<file path="src/rtl/regfile_sb.sv">
// regfile_sb: parametrised register file, one write port, two combinational
// read ports, write-to-read bypass, per-register pending scoreboard and a
// post-reset clearing sweep (ready rises once every register holds zero).
//
// Ports:
//   clk, rst_n         clock, synchronous active-low reset
//   w, wa, wd          write enable / address / data
//   raA/rdA, raB/rdB   read address / combinational read data, ports A and B
//   mark, ma           set pending bit of register ma
//   pendA, pendB       register at raA / raB still has a result in flight
//   ready              clearing sweep complete, file usable
module regfile_sb #(
  parameter int unsigned WIDTH   = 16,
  parameter int unsigned NREGS   = 8,
  parameter int unsigned AW      = 3,
  parameter bit          ZERO_R0 = 1'b1
) (
  input  logic             clk,
  input  logic             rst_n,
  input  logic             w,
  input  logic [AW-1:0]    wa,
  input  logic [WIDTH-1:0] wd,
  input  logic [AW-1:0]    raA,
  output logic [WIDTH-1:0] rdA,
  input  logic [AW-1:0]    raB,
  output logic [WIDTH-1:0] rdB,
  input  logic             mark,
  input  logic [AW-1:0]    ma,
  output logic             pendA,
  output logic             pendB,
  output logic             ready
);

  // Index width of the implemented array; addresses are range-checked first.
  localparam int unsigned IW = (NREGS > 1) ? $clog2(NREGS) : 1;

  typedef enum logic {ST_INIT, ST_RUN} state_e;

  state_e           state_q;
  logic [AW-1:0]    cnt_q;
  logic [NREGS-1:0] pend_q;
  logic [NREGS-1:0] pend_d;
  logic [WIDTH-1:0] regs_q [NREGS];

  logic run;
  logic out_en;
  logic wr_ok;
  logic mk_ok;
  logic okA;
  logic okB;
  logic bypA;
  logic bypB;

  // Address names an implemented, writable/readable register.
  function automatic logic addr_ok(input logic [AW-1:0] a);
    addr_ok = (32'(a) < NREGS) && !(ZERO_R0 && (a == '0));
  endfunction

  assign run    = (state_q == ST_RUN);
  assign out_en = run && rst_n;
  assign wr_ok  = run && w && addr_ok(wa);
  assign mk_ok  = run && mark && addr_ok(ma);

  // Scoreboard update: a write retires its register, a mark applied after it
  // so a same-cycle re-mark (newer producer) leaves the register pending.
  always_comb begin
    pend_d = pend_q;
    if (wr_ok) pend_d[IW'(wa)] = 1'b0;
    if (mk_ok) pend_d[IW'(ma)] = 1'b1;
  end

  // Control FSM: sweep counter, state and scoreboard.
  always_ff @(posedge clk) begin
    if (!rst_n) begin
      state_q <= ST_INIT;
      cnt_q   <= '0;
      pend_q  <= '0;
    end else begin
      pend_q <= pend_d;
      case (state_q)
        ST_INIT: begin
          cnt_q <= cnt_q + AW'(1);
          if (cnt_q == AW'(NREGS - 1)) state_q <= ST_RUN;
        end
        default: ;
      endcase
    end
  end

  // Storage array, not reset: cleared by the sweep, then written by port W.
  always_ff @(posedge clk) begin
    if (rst_n) begin
      if (state_q == ST_INIT) regs_q[IW'(cnt_q)] <= '0;
      else if (wr_ok)         regs_q[IW'(wa)]    <= wd;
    end
  end

  // Read ports: zero for invalid/zero addresses, same-cycle write bypassed.
  assign okA  = addr_ok(raA);
  assign okB  = addr_ok(raB);
  assign bypA = wr_ok && (wa == raA);
  assign bypB = wr_ok && (wa == raB);

  assign rdA   = (out_en && okA) ? (bypA ? wd : regs_q[IW'(raA)]) : '0;
  assign rdB   = (out_en && okB) ? (bypB ? wd : regs_q[IW'(raB)]) : '0;
  assign pendA = out_en && okA && pend_q[IW'(raA)] && !bypA;
  assign pendB = out_en && okB && pend_q[IW'(raB)] && !bypB;
  assign ready = out_en;

endmodule

</file>
<file path="config.mk">
export PLATFORM = sky130hd
export DESIGN_NAME = regfile_sb
export DESIGN_NICKNAME = d
export VERILOG_FILES = /design/src/rtl/regfile_sb.sv
export SDC_FILE = /design/constraint.sdc
export NUM_CORES = 1
export LEC_CHECK = 0
export CAP_MARGIN = 20
export CORE_UTILIZATION = 55
export CTS_CLUSTER_SIZE = 25
export DETAILED_ROUTE_END_ITERATION = 12
export PLACE_DENSITY = 0.77
export SLEW_MARGIN = 40
export SYNTH_ARGS = -nofsm -noshare
export SYNTH_HDL_FRONTEND = slang
export SYNTH_SLANG_ARGS = --single-unit
export TNS_END_PERCENT = 20
</file>
<file path="constraint.sdc">
create_clock -name clk -period 2.85 [get_ports clk]
set_input_delay 0.57 -clock clk [delete_from_list [all_inputs] [get_ports clk]]
set_output_delay 0.57 -clock clk [all_outputs]
set_load 0.02 [all_outputs]
</file>
==> key figures <==
Die
  • Placeable core region: around 0.013 sq mm
  • IO Pins: 67
  • Overall die area: 0.0136 sq mm
  • Die extent in y: roughly 120 microns
  • Overall die width: roughly 120 microns
  • Initial standard-cell utilization of the core: 0.568
  • Floorplan row count: between 40 and 50

Yosys
  • Average footprint of a synthesized cell: about 17 sq um
  • Synth Net Count: approximately 460
  • Post-Synthesis Cells: approximately 430
  • Syn Std Cell Area: a little over 0.007 sq mm
  • Share of synthesized flip-flops with an asynchronous set or reset: 0
  • Yosys cell types: 34
  • Biggest area contributors in the synthesized netlist: sky130_fd_sc_hd__edfxtp_1 53%, sky130_fd_sc_hd__mux4_2 15%, sky130_fd_sc_hd__mux4_1 6.9%
  • Proportion of synthesized chip area in sequential cells: 0.566
  • Total number of yosys warnings: 0
  • Most used flip-flop cell after synthesis: sky130_fd_sc_hd__edfxtp_1
  • Yosys top cell area share: 0.532
  • Number of synthesized register bits: 140
  • Post-synth EDFFs: around 130
  • Synth area leader: sky130_fd_sc_hd__edfxtp_1

Power
  • Sw Share: 0.210
  • Logic gate share of total power: 0.088
  • Internal Power: 4000 uW
  • Max IR drop VDD: between 0.6 and 0.7 mV
  • Total Power: 5070 uW
  • Reported leakage power: 0.00300 uW
  • Psw: about 1100 uW
  • Portion of total power attributed to the clock network: 0.454
  • Sequential share of power: 0.458
  • PD cells: 559 mW/mm^2

STA
  • F_max: ~350 MHz
  • Number of failing setup endpoints in the final timing report: 1
  • Final setup margin: -0.0290 ns
  • Crit path time final: about 2.9 ns
  • Fin. max-slew vios: 0
  • Max transition margin: 0.694
  • Number of endpoints with negative hold slack in the final report: 0
  • Hold_ws: just under 0.5 ns
  • Clock skew: ~0.010 ns
  • Final worst-path cycle share: 1.01
  • RSZ-0062 raised after global routing: yes
  • Slew at the pin closest to its max-slew limit: around 0.45 ns

Clocking
  • Number of levels the H-tree was split into: 4
  • Total CTS buffers: 17
  • Sinks on the clock net: between 100 and 150
  • CTS tree: yes
  • Master cell of the clock root buffer: sky130_fd_sc_hd__clkbuf_16
  • Clock-pin slew reported for the worst setup and hold paths after clock tree synthesis: roughly 0.060 ns
  • Worst-skew pair later-pin latency: about 0.42 ns
  • Buffers from clock root to sink, at most: 2

Worst setup path
  • Worst R2R End: regs_q[6][6]
  • CP endpoint kind: output port
  • Worst Reg2Reg Path Length in Cells: 7
  • Setup crit start: wa[2]
  • Type of the setup path with the least slack: in2out
  • R2R Path Start: run
  • Biggest fanout along the worst timing path: 12
  • Critical path arrival: roughly 2.3 ns
  • Required time of the critical path: 2.28 ns
  • Type of origin of the critical path: input port
  • Register-to-register setup slack: approximately 0.65 ns

Placed design
  • Number of buffers added on ports: 66
  • HPWL after detailed placement: roughly 12 mm
  • Final estimated routing congestion in global placement: approximately 0.82
  • Area after detailed placement: about 0.0084 sq mm

Finish
  • Area overhead of the layout relative to synthesis: 25.6%
  • Layout cell share with drive strength beyond 1: 0.362
  • Sequential standard cell area: slightly above 0.004 sq mm
  • Post-Layout Inst Area: 0.00907 sq mm
  • Area occupied by multi-input gates: approximately 0.0029 sq mm
  • Net total in the final layout: approximately 580
  • Number of diodes: 0
  • # fillers: around 800

Detailed routing
  • Length of routed met3 wiring: between 1 and 1.5 mm
  • Routed length per placed instance: 23.9 microns
  • Via density per instance: around 6.3
  • First-iteration detailed-routing DRC count: approximately 310
  • Routed metal-1 wirelength: between 6 and 7 mm
  • Number of nets still failing antenna checks after routing: 0
  • Total met2 wirelength after detailed routing: around 9.4 mm
  • Total via count in the routed design: around 4,600
  • Sum of routed wire length over all layers: about 17 mm
  • Detailed-routing iteration count for the pre-antenna-repair pass: 5
  • Uppermost layer routed: met4
  • Residual DRC: 0

Hold path
  • Type of the worst min-delay path: reg2reg
  • Min-Delay Path Depth: 1
  • Hold Crit Endpoint: pend_q[0]
  • Hold path startpoint: pend_q[0]

Global route
  • GR Util All Layers: 0.280
  • First-pass GRT wire length: roughly 27 mm
  • Largest net degree at the start of global routing: 34
  • Initial antenna violation count: 0
  • Via count of the first global-routing pass: between 4,000 and 5,000
  • Total congestion overflow: 0

Outcome
  • Outcome: finished with violations
  • Failing checks: setup timing

Job
  • Max-cap violation count: 0
==> cell families after synthesis <==
| family | Yosys count | synth area share |
|---|---|---|
| muxes | 107 | 0.279 |
| DFF | 140 | 0.566 |
| and+or+nand+nor | 82 | 0.0575 |
| adders and majority gates | 2 | 0.00347 |
| AOI/OAI and AO/OA | 54 | 0.0575 |
| xor gates and xnor gates | 6 | 0.00728 |
| buffers and inverters | 36 | 0.0298 |
==> routing by layer <==
layer,up-vias,GRT usage
li1,1999,-
met1,2369,0.351
met2,209,0.489
met3,18,0.0555
met4,0,0.0954
met5,-,0
==> final cells by class <==
cell class | instances | share of cell area
Clock inverter | 13 | 0.0208
Clock buffer | 19 | 0.0477
Sequential cell | 140 | 0.450
Tap cell | 172 | 0.0237
Timing Repair Buffer | 131 | 0.132
Inverter | 1 | 0.000414
Multi-Input combinational cell | 251 | 0.325
==> state kept, by name, summed over array words and instances (netlist names) <==
name	count
cnt_q	3
regs_q	128
run	1
pend_q	8
==> worst max path at each step <==
stage                          to  slack, ns
after detailed placement  rdB[14]      -0.77
after CTS                  rdB[9]      -0.05
after global placement    rdB[14]      -0.61
after floorplan           rdB[10]       0.21
after global routing       rdB[1]      -0.04
final                      rdB[1]      -0.03
==> synthesized netlist by cell type (all sizes together) (9+ instances only) <==
library cell,n
nor2,30
a211oi,16
nand2,9
nor2b,12
mux2,16
mux2i,23
dfxtp,12
edfxtp,128
and2,18
buf,27
a22o,16
mux4,68
==> what timing repair did <==
| item | 4_1_cts | 5_1_grt |
|---|---|---|
| resized for setup | 139 | 20 |
| pin swaps | 2 | 2 |
| gates cloned | 2 | 0 |
| setup endpoints to repair | 34 | 28 |
| hold buffers | 0 | 0 |
| buffers inserted | 2 | 0 |
==> critical path, stage by stage <==
cell                            delay [ns]
sky130_fd_sc_hd__dlygate4sd2_1        0.29
sky130_fd_sc_hd__o311a_1              0.41
sky130_fd_sc_hd__nand4_1              0.09
sky130_fd_sc_hd__buf_4                0.16
sky130_fd_sc_hd__buf_6                0.16
sky130_fd_sc_hd__nor2_1               0.05
sky130_fd_sc_hd__a211oi_1             0.21
sky130_fd_sc_hd__dlygate4sd1_1        0.35
==> cell usage in the layout (no fill, tap or decap), types with 12 or more instances in the layout <==
master / synthesis / routed
sky130_fd_sc_hd__a211oi_1: 16 / 13
sky130_fd_sc_hd__a22o_1: 16 / 16
sky130_fd_sc_hd__and2_1: 18 / 18
sky130_fd_sc_hd__buf_2: 15 / 19
sky130_fd_sc_hd__buf_4: 7 / 51
sky130_fd_sc_hd__clkbuf_16: 0 / 17
sky130_fd_sc_hd__clkdlybuf4s15_2: 0 / 14
sky130_fd_sc_hd__clkdlybuf4s50_1: 0 / 23
sky130_fd_sc_hd__dfxtp_1: 12 / 12
sky130_fd_sc_hd__edfxtp_1: 128 / 128
sky130_fd_sc_hd__mux2_2: 16 / 16
sky130_fd_sc_hd__mux2i_1: 23 / 23
sky130_fd_sc_hd__mux4_1: 19 / 19
sky130_fd_sc_hd__mux4_2: 49 / 49
sky130_fd_sc_hd__nor2_1: 30 / 30
==> power by group through the flow <==
| stage | logic [uW] | registers, uW | clock network [uW] |
|---|---|---|---|
| 4_1_cts | 445 | 2320 | 2310 |
| 6_report | 445 | 2320 | 2300 |
| 3_5_place_dp | 436 | 2360 | 0 |
| 2_1_floorplan | 268 | 2350 | 0 |
| 5_1_grt | 470 | 2330 | 2400 |
| 3_3_place_gp | 432 | 2360 | 0 |
==> metrics by stage <==
stage | cells | setup TNS [ns] | worst slack [ns] | utilization
global route | 727 | -0.231 | -0.0442 | 0.713
global placement | 691 | -18.45 | -0.612 | 0.663
floorplan | 427 | 0 | 0.215 | -
finish | 727 | -0.0290 | -0.0290 | 0.713
detailed placement | 691 | -19.95 | -0.766 | 0.663
CTS | 727 | -0.225 | -0.0527 | 0.715
No activity file was read; power rests on OpenSTA's default activity.
==> variant 1, RTL diff (same settings) <==
Make the reset (`rst_n`) asynchronous in one clocked block. Comments in the files are not updated.
--- a/src/rtl/regfile_sb.sv
+++ b/src/rtl/regfile_sb.sv
@@ -72,3 +72,3 @@
   // Control FSM: sweep counter, state and scoreboard.
-  always_ff @(posedge clk) begin
+  always_ff @(posedge clk or negedge rst_n) begin
     if (!rst_n) begin
Formal check against the unedited RTL: no difference found for any inputs over 10 cycles, from zero or initial values and one cycle with rst_n low; that may be too few to reach the edited logic, so the function may still have changed.
==> variant 1 against the original RTL <==
Sequential power decreased by 2%. Worst setup slack improved by 82 ps. Register-to-register slack got worse by 20 ps. Wire length increased by 5.8%. Die area increased by 0.78%. Final area increased by 0.98%. Synthesized area increased by 0.80%. Largest cell class unchanged. Total power decreased by 4.1%. Sequential cell count unchanged. Largest power group unchanged.
==> variant 1: results (changes against the original RTL) <==
The min-delay analysis places its worst path in the category flip-flop to flip-flop. Xor-xnor portion of the synthesized cell area: 0.842% (+0.11 points). The synthesized netlist net count came out at 446 (-3.3%). The largest registers in the layout are regs_q: 128 flops, pend_q: 8 flops, cnt_q: 3 flops.

The count of flip-flops with a built-in enable after synthesis is 128 (unchanged). The gate count after technology mapping is 412 (-3.5%), and the clock slew seen by the registers of the worst setup and hold paths is 50 ps. The number of antenna violations at the first check in global routing was 0 (unchanged).

Counting instances in the post-synthesis netlist gives the leading cell types as 128 x sky130_fd_sc_hd__edfxtp_1, 43 x sky130_fd_sc_hd__mux4_2, 27 x sky130_fd_sc_hd__nor2_1. For the final cell count without fillers, the log shows 711 (-2.2%). The placed cell count came out at 669 (-3.2%).

The final worst clock skew came out at 4.29 ps (-5.68 ps). The mux contribution to synthesized area works out to 28.3% (+0.47 points). The tools report the worst voltage drop across the vdd grid as 0.491 mV (-24%). The async set or reset register ratio after synthesis is 8.57% (+8.6 points), and the fill cell instance count of the final layout is 798 (-2.6%). The data arrival time of the critical path came out at 2230 ps (-80 ps). The combined global-route utilization of all metal layers was 29.7% (+1.7 points).

The logs give 0 (unchanged) for the number of warnings reported in the yosys synthesis log and 0.903 (+11%) for the routability-driven placement congestion ratio. The wire length of the first global-routing pass is 27800 um (+4.6%). The number of vias after detailed routing was 4672 (+1.7%).

The number of nets in the layout was 561 (-2.6%). By area the synthesized netlist is led by sky130_fd_sc_hd__edfxtp_1 53%, sky130_fd_sc_hd__mux4_2 13%, sky130_fd_sc_hd__mux4_1 9.0%. The tools report the minimum setup slack among reg-to-reg paths as 630 ps (-20 ps). The first-pass iteration count of the detailed router is 4 (-1). The proportion of layout cells with a drive suffix above 1 came out at 37.7% (+1.4 points). The distinct cell type count of the synthesized netlist was 36 (+5.9%); the highest net fanout along the worst path was 5 (-7). The tools report the H-tree level count as 4 (unchanged). The leakage dissipation is 3.66 nW (+22%), and the number of buffers inserted by port buffering is 66 (unchanged). The final wirelength is 18400 um (+5.8%), and the register area share after synthesis is 56.9% (+0.38 points). The maximum number of pins on one net before global-route repair is 32 (-5.9%).

For the worst hold-check slack, the log shows 410 ps (-80.1 ps). The flow ran to the end, and the final reports show no timing, DRC or antenna violations. The count of unresolved DRC violations after routing was 0 (unchanged). The adder-cell share of the synthesized area is 0.344% (-0.0027 points). Worst-margin pin slew: 468 ps (+13.3 ps). The compound-cell area share of the yosys netlist was 5.31% (-0.44 points). The tools report the violation count after the first detailed-route iteration as 442 (+41%). For the half-perimeter wire length of the detailed placement result, the log shows 11400 um (-1.2%).
-- variant 1: final timing paths --
kind / from / depth (start not counted) / end
worst max-delay path: raA[0] / 6 / rdA[5]
worst min-delay path: pend_q[0] / 0 / pend_q[0]
worst max register to register: run / 6 / regs_q[2][3]
worst min register to register: pend_q[0] / 0 / pend_q[0]
max in group asynchronous: rst_n / 2 / pend_q[6]
min in group asynchronous: rst_n / 2 / run
-- variant 1: worst max-delay path, cell delays in order --
cell and delay, ps:
sky130_fd_sc_hd__buf_2 220, sky130_fd_sc_hd__buf_4 200, sky130_fd_sc_hd__mux4_1 570, sky130_fd_sc_hd__mux2_2 310, sky130_fd_sc_hd__a22o_1 190, sky130_fd_sc_hd__buf_2 160
-- variant 1: area by class of cell --
cell class / instances / share of cell area, %
clock inverter: 9 / 0.806
clock buffer: 22 / 4.85
sequential: 140 / 45.2
multi-input combinational: 236 / 32.1
timing repair buffer: 131 / 14.6
inverter: 1 / 0.0410
tap: 172 / 2.35
-- variant 1: kinds of logic after synthesis --
family,count (synthesis)
muxes,108
AOI/OAI and AO/OA,51
buffers and inverters,36
and+or+nand+nor,68
DFF,140
adders and majority gates,2
xor gates and xnor gates,7
-- variant 1: through the flow --
stage / utilization (%) / setup TNS [ps] / setup slack [ps] / total power, mW / area [um^2]
final: 71.7 / 0 / 53.3 / 4.86 / 9160
after detailed placement: 66.6 / -15770 / -523 / 2.90 / 8510
after global routing: 71.7 / 0 / 16.7 / 4.99 / 9160
after floorplan: - / 0 / 73.0 / 2.65 / 7280
after global placement: 66.5 / -19490 / -749 / 2.89 / 8500
after CTS: 71.6 / 0 / 0.0595 / 4.86 / 9140
-- variant 1: where the power goes --
part           switching, mW  total (mW)  internal, mW
Sequential            0.0182        2.28          2.26
Clock                  0.790        1.97          1.18
Combinational          0.307       0.610         0.303
-- variant 1: routing by layer --
layer / vias up / track usage [%] / wire length, um
met5: - / 0 / 0
met4: 0 / 14.7 / 596
met3: 44 / 5.92 / 1330
met2: 228 / 48.8 / 9210
met1: 2427 / 38.2 / 7280
li1: 1973 / - / -
-- variant 1: repair_timing --
item / 4_1_cts / 5_1_grt
buffers inserted: 8 / 0
gates resized for setup: 195 / 6
pin swaps: 9 / 3
endpoints found under the setup margin: 34 / 33
gates cloned: 3 / 0
==> variant 2, RTL diff (same settings) <==
Made on the original files. Set the parameter `NREGS` to 16 (it was 8).
--- a/src/rtl/regfile_sb.sv
+++ b/src/rtl/regfile_sb.sv
@@ -13,3 +13,3 @@
   parameter int unsigned WIDTH   = 16,
-  parameter int unsigned NREGS   = 8,
+  parameter int unsigned NREGS   = 16,
   parameter int unsigned AW      = 3,
Formal check against the unedited RTL: no difference found for any inputs over 10 cycles, from zero or initial values and one cycle with rst_n low; that may be too few to reach the edited logic, so the function may still have changed.
==> variant 2 against the original RTL <==
Synthesized cell count down 0.47%. Total power decreased by 1.3%. Sequential cell count unchanged. Wire length increased by 0.85%. Synthesized area is 1.1% lower. Via count is 1.1% lower. Utilization decreased by 1.1 points. Final area decreased by 2.3%. Worst setup slack better by 40 ps.
==> variant 2: results (changes against the original RTL) <==
For the data arrival time of the critical path, the log shows 2270 ps (-40 ps). The leakage dissipation is 3.19 nW (+6.3%). The routability-driven placement congestion ratio was 0.842 (+3.1%); the clock buffer instance count of the final layout was 17 (-2). The run gives 22 (-35%) as the maximum number of pins on one net before global-route repair. The minimum setup slack among reg-to-reg paths is 360 ps (-290 ps), and the violation count after the first detailed-route iteration is 324 (+3.2%).

The wire length the detailed router placed on met1 came out at 6570 um (-2.7%). The fraction of standard cell area that is sequential is 46.1% (+1.1 points). The worst-case headroom to the max-slew limit came out at 70.9% (+1.5 points). The synthesized netlist net count is 459 (-0.43%), and the highest net fanout along the worst path is 7 (-5). The tools report the via count of the first global-routing pass as 4676 (-1.1%). The tools report the endpoint of the worst register-to-register path as regs_q[5][15]. The horizontal die dimension is 116 um (-0.55%), and the met2 demand-to-capacity share in global routing is 47.3% (-1.6 points).

The tools report the register area share after synthesis as 57.2% (+0.63 points). After synthesis, the cell types taking the most area are sky130_fd_sc_hd__edfxtp_1 54%, sky130_fd_sc_hd__mux4_2 21%, sky130_fd_sc_hd__dfxtp_1 3.4%. The tools report the worst setup timing slack at the placement stage as -804 ps (-38.0 ps). The number of vias after detailed routing was 4543 (-1.1%); the distinct cell type count of the synthesized netlist was 40 (+18%). The wire length on met2 was 9080 um (-2.9%); the total of plain and repair buffers excluding clock buffers was 124 (-5.3%). The routing usage on met1 is 34.5% (-0.60 points), and the final wirelength is 17500 um (+0.85%). The inverter count came out at 2 (+1).

The number of nets in the layout is 566 (-1.7%), and the number of multi-input combinational cells in the layout is 247 (-1.6%). The run gives 685 (-0.87%) as the placed cell count. The combined global-route utilization of all metal layers is 28.4% (+0.42 points), and the cell depth of the worst flop-to-flop path is 8 (+1).

The average wire per cell in the routed design is 24.5 um (+2.3%). The run finished with clean final reports. The proportion of layout cells with a drive suffix above 1 was 40.6% (+4.3 points). For the wire length of the first global-routing pass, the log shows 26600 um (about the same). The critical path ends at rdB[4]. The tools report the met3 wirelength from detailed routing as 1210 um (+7.0%). By count the netlist is led by 128 x sky130_fd_sc_hd__edfxtp_1, 68 x sky130_fd_sc_hd__mux4_2, 30 x sky130_fd_sc_hd__nor2_1.

The worst voltage drop across the vdd grid was 0.435 mV (-33%).
## variant 2: changes by cell type after synthesis, sizes merged, moves of 2 or more
cell / unedited run / this run
xor2: 0 / 6
clkbuf: 7 / 12
xnor2: 6 / 1
nor2b: 12 / 8
o21ai: 7 / 3
buf: 27 / 24
nand4: 3 / 0
nand2: 9 / 11
o31ai: 3 / 5
or4: 0 / 2
## variant 2: worst min path at each step
| stage | to | cells after the start | slack (ps) | startpoint |
|---|---|---|---|---|
| after detailed placement | pend_q[0] | 1 | 470 | pend_q[0] |
| after floorplan | pend_q[0] | 1 | 440 | pend_q[0] |
| after global placement | pend_q[0] | 1 | 460 | pend_q[0] |
| after global routing | pend_q[0] | 1 | 520 | pend_q[0] |
| after CTS | pend_q[0] | 1 | 490 | pend_q[0] |
| final | pend_q[0] | 1 | 480 | pend_q[0] |
## variant 2: where the power goes
group,total (mW),switching [mW],leakage (nW),internal (mW)
Clock,2.25,0.810,0.301,1.44
Sequential,2.30,0.0263,1.31,2.27
Combinational,0.450,0.210,1.59,0.240
## variant 2: cells by family after synthesis
family | synth area share (%)
compound gates | 5.92
buf+inv | 2.72
simple gates | 5.61
mux | 27.4
flops | 57.2
fa+ha+maj | 0.350
xor+xnor | 0.859
## variant 2: timing repair
action / CTS / global route
endpoints found under the setup margin: 34 / 16
endpoints found under the hold margin: 0 / 0
cloned: 0 / 0
gates resized for setup: 181 / 10
setup buffers: 0 / 0
pin swaps: 1 / 3
## variant 2: critical path, stage by stage
cell and delay, ps:
sky130_fd_sc_hd__clkbuf_4 150, sky130_fd_sc_hd__buf_4 140, sky130_fd_sc_hd__xor2_1 150, sky130_fd_sc_hd__or4_4 560, sky130_fd_sc_hd__nor2b_4 170, sky130_fd_sc_hd__buf_6 160
sky130_fd_sc_hd__a22o_1 200, sky130_fd_sc_hd__buf_2 150
